## src/rtl/countdown_timer_pkg.sv

```systemverilog
// Shared definitions for the game timers: state encoding and default widths.
// The up-counter imports the same package, so DEFAULT_WIDTH stays in step between the two blocks.
package countdown_timer_pkg;

  localparam int DEFAULT_WIDTH     = 28;
  localparam int DEFAULT_CNT_WIDTH = 8;

  typedef enum logic [1:0] {
    ST_IDLE   = 2'd0,
    ST_RUN    = 2'd1,
    ST_PAUSED = 2'd2,
    ST_DONE   = 2'd3
  } state_e;

  function automatic logic state_is_busy(input state_e s);
    return (s == ST_RUN) || (s == ST_PAUSED);
  endfunction

endpackage

```

## src/rtl/countdown_timer_if.sv

```systemverilog
// Control and status bundle between the game FSM (master) and the countdown timer (slave).
// Semantics: start/clear/pause are levels sampled on every clock edge, with no valid/ready handshake.
// load_value and auto_reload matter only on an edge where start is high.
// All status outputs are registered and valid one edge after the event that caused them.
interface countdown_timer_if
  import countdown_timer_pkg::*;
#(
  parameter int WIDTH     = DEFAULT_WIDTH,
  parameter int CNT_WIDTH = DEFAULT_CNT_WIDTH
);

  logic                 start;
  logic                 clear;
  logic                 pause;
  logic                 auto_reload;
  logic [WIDTH-1:0]     load_value;
  logic [WIDTH-1:0]     remaining;
  logic                 busy;
  logic                 paused;
  logic                 timed_out;
  logic                 expired;
  logic [CNT_WIDTH-1:0] expire_count;
  state_e               state;

  modport master (
    output start, clear, pause, auto_reload, load_value,
    input  remaining, busy, paused, timed_out, expired, expire_count, state
  );

  modport slave (
    input  start, clear, pause, auto_reload, load_value,
    output remaining, busy, paused, timed_out, expired, expire_count, state
  );

endinterface

```

## src/rtl/countdown_timer.sv

```systemverilog
// Loadable down-counting timer: counts a duration in clock_50 cycles, then reports expiry as a
// one-cycle pulse, a sticky level in DONE and a saturating expiry count. It can reload itself.
module countdown_timer
  import countdown_timer_pkg::*;
#(
  parameter int WIDTH     = DEFAULT_WIDTH,
  parameter int CNT_WIDTH = DEFAULT_CNT_WIDTH
) (
  input  logic               clock_50,
  input  logic               reset,
  countdown_timer_if.slave   tmr
);

  state_e               state_q, state_d;
  logic [WIDTH-1:0]     remaining_q, remaining_d;
  logic [WIDTH-1:0]     reload_val_q, reload_val_d;
  logic                 reload_en_q, reload_en_d;
  logic                 expired_q, expired_d;
  logic [CNT_WIDTH-1:0] expire_count_q, expire_count_d;
  logic [CNT_WIDTH-1:0] count_inc;
  logic                 busy_q, paused_q, timed_out_q;

  // Expiry counter sticks at all-ones rather than wrapping.
  always_comb begin
    count_inc = expire_count_q;
    if (expire_count_q != {CNT_WIDTH{1'b1}}) begin
      count_inc = expire_count_q + CNT_WIDTH'(1);
    end
  end

  always_comb begin
    state_d        = state_q;
    remaining_d    = remaining_q;
    reload_val_d   = reload_val_q;
    reload_en_d    = reload_en_q;
    expired_d      = 1'b0;
    expire_count_d = expire_count_q;

    if (tmr.clear) begin
      state_d        = ST_IDLE;
      remaining_d    = '0;
      expire_count_d = '0;
    end else if (tmr.start) begin
      reload_val_d = tmr.load_value;
      reload_en_d  = tmr.auto_reload;
      if (tmr.load_value == '0) begin
        // A zero duration expires immediately and always parks in DONE, so reload cannot spin.
        state_d        = ST_DONE;
        remaining_d    = '0;
        expired_d      = 1'b1;
        expire_count_d = count_inc;
      end else begin
        state_d     = ST_RUN;
        remaining_d = tmr.load_value;
      end
    end else begin
      unique case (state_q)
        ST_RUN: begin
          if (tmr.pause) begin
            state_d = ST_PAUSED;
          end else if (remaining_q > WIDTH'(1)) begin
            remaining_d = remaining_q - WIDTH'(1);
          end else begin
            expired_d      = 1'b1;
            expire_count_d = count_inc;
            if (reload_en_q) begin
              remaining_d = reload_val_q;
            end else begin
              remaining_d = '0;
              state_d     = ST_DONE;
            end
          end
        end
        // The resume edge does not decrement; counting picks up on the following edge.
        ST_PAUSED: begin
          if (!tmr.pause) begin
            state_d = ST_RUN;
          end
        end
        ST_DONE: begin
          remaining_d = '0;
        end
        default: begin
        end
      endcase
    end
  end

  always_ff @(posedge clock_50) begin
    if (reset) begin
      state_q        <= ST_IDLE;
      remaining_q    <= '0;
      reload_val_q   <= '0;
      reload_en_q    <= 1'b0;
      expired_q      <= 1'b0;
      expire_count_q <= '0;
      busy_q         <= 1'b0;
      paused_q       <= 1'b0;
      timed_out_q    <= 1'b0;
    end else begin
      state_q        <= state_d;
      remaining_q    <= remaining_d;
      reload_val_q   <= reload_val_d;
      reload_en_q    <= reload_en_d;
      expired_q      <= expired_d;
      expire_count_q <= expire_count_d;
      busy_q         <= state_is_busy(state_d);
      paused_q       <= (state_d == ST_PAUSED);
      timed_out_q    <= (state_d == ST_DONE);
    end
  end

  assign tmr.remaining    = remaining_q;
  assign tmr.busy         = busy_q;
  assign tmr.paused       = paused_q;
  assign tmr.timed_out    = timed_out_q;
  assign tmr.expired      = expired_q;
  assign tmr.expire_count = expire_count_q;
  assign tmr.state        = state_q;

endmodule
```

## src/flat_wrapper.sv

```systemverilog
// flat-port wrapper written by rule: the top's interface ports become plain ports
module countdown_timer_flat import countdown_timer_pkg::*;
#(
  parameter int WIDTH     = DEFAULT_WIDTH,
  parameter int CNT_WIDTH = DEFAULT_CNT_WIDTH
)
  (clock_50, reset, tmr_start, tmr_clear, tmr_pause, tmr_auto_reload, tmr_load_value, tmr_remaining, tmr_busy, tmr_paused, tmr_timed_out, tmr_expired, tmr_expire_count, tmr_state);
  countdown_timer_if #(.WIDTH(WIDTH), .CNT_WIDTH(CNT_WIDTH)) tmr_i ();
  input  logic clock_50;
  input  logic reset;
  input wire logic [$bits(tmr_i.start)-1:0] tmr_start;
  input wire logic [$bits(tmr_i.clear)-1:0] tmr_clear;
  input wire logic [$bits(tmr_i.pause)-1:0] tmr_pause;
  input wire logic [$bits(tmr_i.auto_reload)-1:0] tmr_auto_reload;
  input wire logic [$bits(tmr_i.load_value)-1:0] tmr_load_value;
  output wire logic [$bits(tmr_i.remaining)-1:0] tmr_remaining;
  output wire logic [$bits(tmr_i.busy)-1:0] tmr_busy;
  output wire logic [$bits(tmr_i.paused)-1:0] tmr_paused;
  output wire logic [$bits(tmr_i.timed_out)-1:0] tmr_timed_out;
  output wire logic [$bits(tmr_i.expired)-1:0] tmr_expired;
  output wire logic [$bits(tmr_i.expire_count)-1:0] tmr_expire_count;
  output wire logic [$bits(tmr_i.state)-1:0] tmr_state;
  assign tmr_i.start = tmr_start;
  assign tmr_i.clear = tmr_clear;
  assign tmr_i.pause = tmr_pause;
  assign tmr_i.auto_reload = tmr_auto_reload;
  assign tmr_i.load_value = tmr_load_value;
  assign tmr_remaining = tmr_i.remaining;
  assign tmr_busy = tmr_i.busy;
  assign tmr_paused = tmr_i.paused;
  assign tmr_timed_out = tmr_i.timed_out;
  assign tmr_expired = tmr_i.expired;
  assign tmr_expire_count = tmr_i.expire_count;
  assign tmr_state = tmr_i.state;
  countdown_timer #(.WIDTH(WIDTH), .CNT_WIDTH(CNT_WIDTH)) u_core (.clock_50(clock_50), .reset(reset), .tmr(tmr_i));
endmodule
```

## config.mk

```make
export PLATFORM = sky130hd
export DESIGN_NAME = countdown_timer_flat
export DESIGN_NICKNAME = d
export VERILOG_FILES = /design/src/rtl/countdown_timer_pkg.sv /design/src/rtl/countdown_timer_if.sv /design/src/rtl/countdown_timer.sv /design/src/flat_wrapper.sv
export SDC_FILE = /design/constraint.sdc
export NUM_CORES = 1
export LEC_CHECK = 0
export CAP_MARGIN = 20
export CORE_UTILIZATION = 30
export CTS_BUF_LIST = sky130_fd_sc_hd__clkbuf_4
export CTS_CLUSTER_DIAMETER = 100
export DETAILED_ROUTE_END_ITERATION = 8
export HOLD_SLACK_MARGIN = 0.15
export SKIP_CTS_REPAIR_TIMING = 1
export SYNTH_ARGS = -nofsm -noshare
export SYNTH_HDL_FRONTEND = slang
export SYNTH_SLANG_ARGS = --single-unit
export TNS_END_PERCENT = 1
```

## constraint.sdc

```tcl
create_clock -name clock_50 -period 2.5 [get_ports clock_50]
set_input_delay 0.375 -clock clock_50 [delete_from_list [all_inputs] [get_ports clock_50]]
set_output_delay 0.375 -clock clock_50 [all_outputs]
set_load 0.1 [all_outputs]
```

==> results.md <==
- Total routed wirelength: between 10,000 and 15,000 um
- Fill count: 1,261
- MaxCap Viol Count: 0
- Seq/Total Area, Yosys: a little under two fifths
- Largest net degree at the start of global routing: 33
- Initial DRC count: 249
- Cell variety after synth: 51
- Hold WC Path Type: register to register
- IO Pins: 76
- Syn_nets: between 500 and 600
- Worst slack at placement: -240.4 ps
- First-pass GRT wire length: approximately 21,000 um
- Rows: 40
- Crit-path cells: or4_4 -> or4b_4 -> buf_4 -> nor4_4 -> o21ai_2 -> or3_1 -> a21oi_1
- Critical Path AT: 3040 ps
- RSZ-0062 raised after global routing: true
- Crit path required time: 2850 ps
- Clock Latency Late Sink: 440 ps
- Synth warn: 0
- Layout cells sized above 1: 29.38%
- Worst Path Buf+Inv: 1
- CTS tree: done
- DIE WIDTH: ~110 um
- H-tree levels: 3
- Die Y: about 110 um
- NumNets Final: 687
- Clock sink total: 71
- Synth top area share: 37.25%
- Final period util: 107.4%
- Area growth from synthesis to layout: 43.93%
- Hold Vio Cnt, Final: 0
- Core area: 0.01221 mm2
- Antenna cell count: 0
- Post-synthesis sequential element count: 71
- Detailed placement HPWL: between 9000 and 10,000 um
- Mapped Cells: 505
- Commonest non-fill, non-tap cell in the layout: buf_4
- Status: finished, violations left
- Initial core utilization: approximately 31%
- Total die area: 0.01318 mm2
- Worst-Margin Slew: 714.1 ps
- Total gr overflow: 0
- Power Dens Cells: 542.2 mW/mm2
- Peak supply drop: 0.0002114 V
- Inst Count DP: between 800 and 900
- Peak Freq: 0.3726 GHz
- Synth Cell Area: 0.003816 mm2
- GRT Overall Usage: between 20% and 30%
- Vias: 4,315
- Synthesized area per cell: 7.557 um2
- Clock Skew: ~21 ps
- Critical path class: register to register
- Main synth FF type: dfxtp_1
- CP top delay family: simple AND/OR/NAND/NOR gates
- Slew HR: 52.39%
- Clock buffer depth: 2
- Synth area leader: dfxtp_1
- Initial antenna violation count: 0
- Async set-reset flop share out of synthesis: 0%
- Max Slew Vio Count: 0
- Worst Slack Setup Final: -184.1 ps
- Max incr delay on CP: just under 600 ps
- Top cells by area, synth: dfxtp_1, a21oi_1, nand2_1
- Startpoint Class: register
- Router iterations before antenna repair: 5
- Min Hold Slack: between 400 and 500 ps
- CP max-delay cell: or4b_4
- CTS root buf: clkbuf_4
- Inserted Clock Buffers: 9
- Final Core Density: between 40 and 50%
- Final Setup Violations: 18
- # DRC: 0
- Vias per cell: 5.275
- PortBufs: 75
- Fin crit period: around 2700 ps
- Leakage power: 0.002264 uW
- Non-Filler Instances: 818
- Most frequent cells in the layout: buf_4, a21oi_1, nand2_1
- Crit end category: register
- Clock transition at path regs: 120 ps
- WL/cell: 16.44 um
- Vias in the first global route: roughly 4,300
- Setup TNS: -1738 ps
- GPL Wtd Cong: 0.8398
- Failing checks: setup timing
- Crit path max fanout: 4
- EDFF count, synth: 0
- DRT antenna net count: 0
state kept, by name (all words and copies together), names as in the netlist:
signal / cells
u_core.tmr.remaining: 28
u_core.tmr.busy: 1
u_core.tmr.timed_out: 1
u_core.tmr.state: 2
u_core.reload_val_q: 28
u_core.reload_en_q: 1
u_core.tmr.paused: 1
u_core.tmr.expired: 1
u_core.tmr.expire_count: 8
synth_stat cells (all sizes together), types with 2 or more instances:
| library cell | instances |
|---|---|
| a21oi | 77 |
| a221oi | 2 |
| a222oi | 2 |
| a22oi | 8 |
| a31oi | 6 |
| a32o | 2 |
| and3 | 18 |
| buf | 6 |
| clkbuf | 33 |
| dfxtp | 71 |
| ha | 8 |
| inv | 6 |
| mux2i | 2 |
| nand2 | 73 |
| nand3 | 11 |
| nand3b | 2 |
| nand4 | 3 |
| nand4b | 2 |
| nor2 | 41 |
| nor2b | 4 |
| nor3 | 8 |
| nor4 | 18 |
| o211ai | 5 |
| o21ai | 37 |
| o22ai | 2 |
| o311ai | 2 |
| o31ai | 3 |
| or2 | 4 |
| or3 | 8 |
| or4 | 6 |
| or4b | 2 |
| xnor2 | 14 |
| xor2 | 7 |
layout make-up:
| class | instances | area, um2 | area share [%] |
|---|---|---|---|
| well taps | 168 | 210.2 | 3.827 |
| flip-flops and latches | 71 | 1473 | 26.81 |
| repair buffers | 168 | 1373 | 24.99 |
| multi-input cells | 389 | 2283 | 41.57 |
| clock buffers | 11 | 82.58 | 1.503 |
| inverters | 6 | 22.52 | 0.4100 |
| clock inverters | 5 | 48.80 | 0.8884 |
power breakdown:
group	total, uW	leakage, uW	switching, uW	internal (uW)
combinational	1040	0.00160	631	410
sequential	1200	0.000591	27.2	1170
clock	736	0.0000780	416	320
total	2980	0.00226	1070	1900
kinds of logic after synthesis:
kind of cell    Yosys count  synth area share [%]
simple gates            204                 26.72
compound gates          154                 23.31
flops                    71                 37.25
buf+inv                  45                 4.754
xor+xnor                 21                 4.820
fa+ha+maj                 8                 2.623
mux                       2                0.5246
metrics by stage:
step                cell area, um2  total power, uW
finish                        5493             2978
detailed placement            5305             2222
floorplan                     3892             1840
global placement              5305             2212
CTS                           5436             2963
global route                  5493             3125
final timing paths:
| check | start | endpoint | slack [ps] | cells past startpoint |
|---|---|---|---|---|
| max | u_core.tmr.remaining[10] | u_core.tmr.expire_count[5] | -180 | 7 |
| min | u_core.reload_val_q[6] | u_core.reload_val_q[6] | 460 | 2 |
| max reg2reg | u_core.tmr.remaining[10] | u_core.tmr.expire_count[5] | -180 | 7 |
| min reg2reg | u_core.reload_val_q[6] | u_core.reload_val_q[6] | 460 | 2 |
layer usage:
metal	global-route usage, %	vias up	share of wire, %
met1	27.34	2025	45
met5	0	-	0
li1	-	2094	-
met4	7.706	0	1.3
met3	3.637	14	6.8
met2	34.87	182	47
worst reg2reg max path, stage by stage, from the launching register on:
cell and delay (ps):
dfxtp_4 360, or4_4 530, or4b_4 580, buf_4 170, nor4_4 330, o21ai_2 130
or3_1 360, a21oi_1 140
Note: power is estimated with default switching activity, not from simulation.
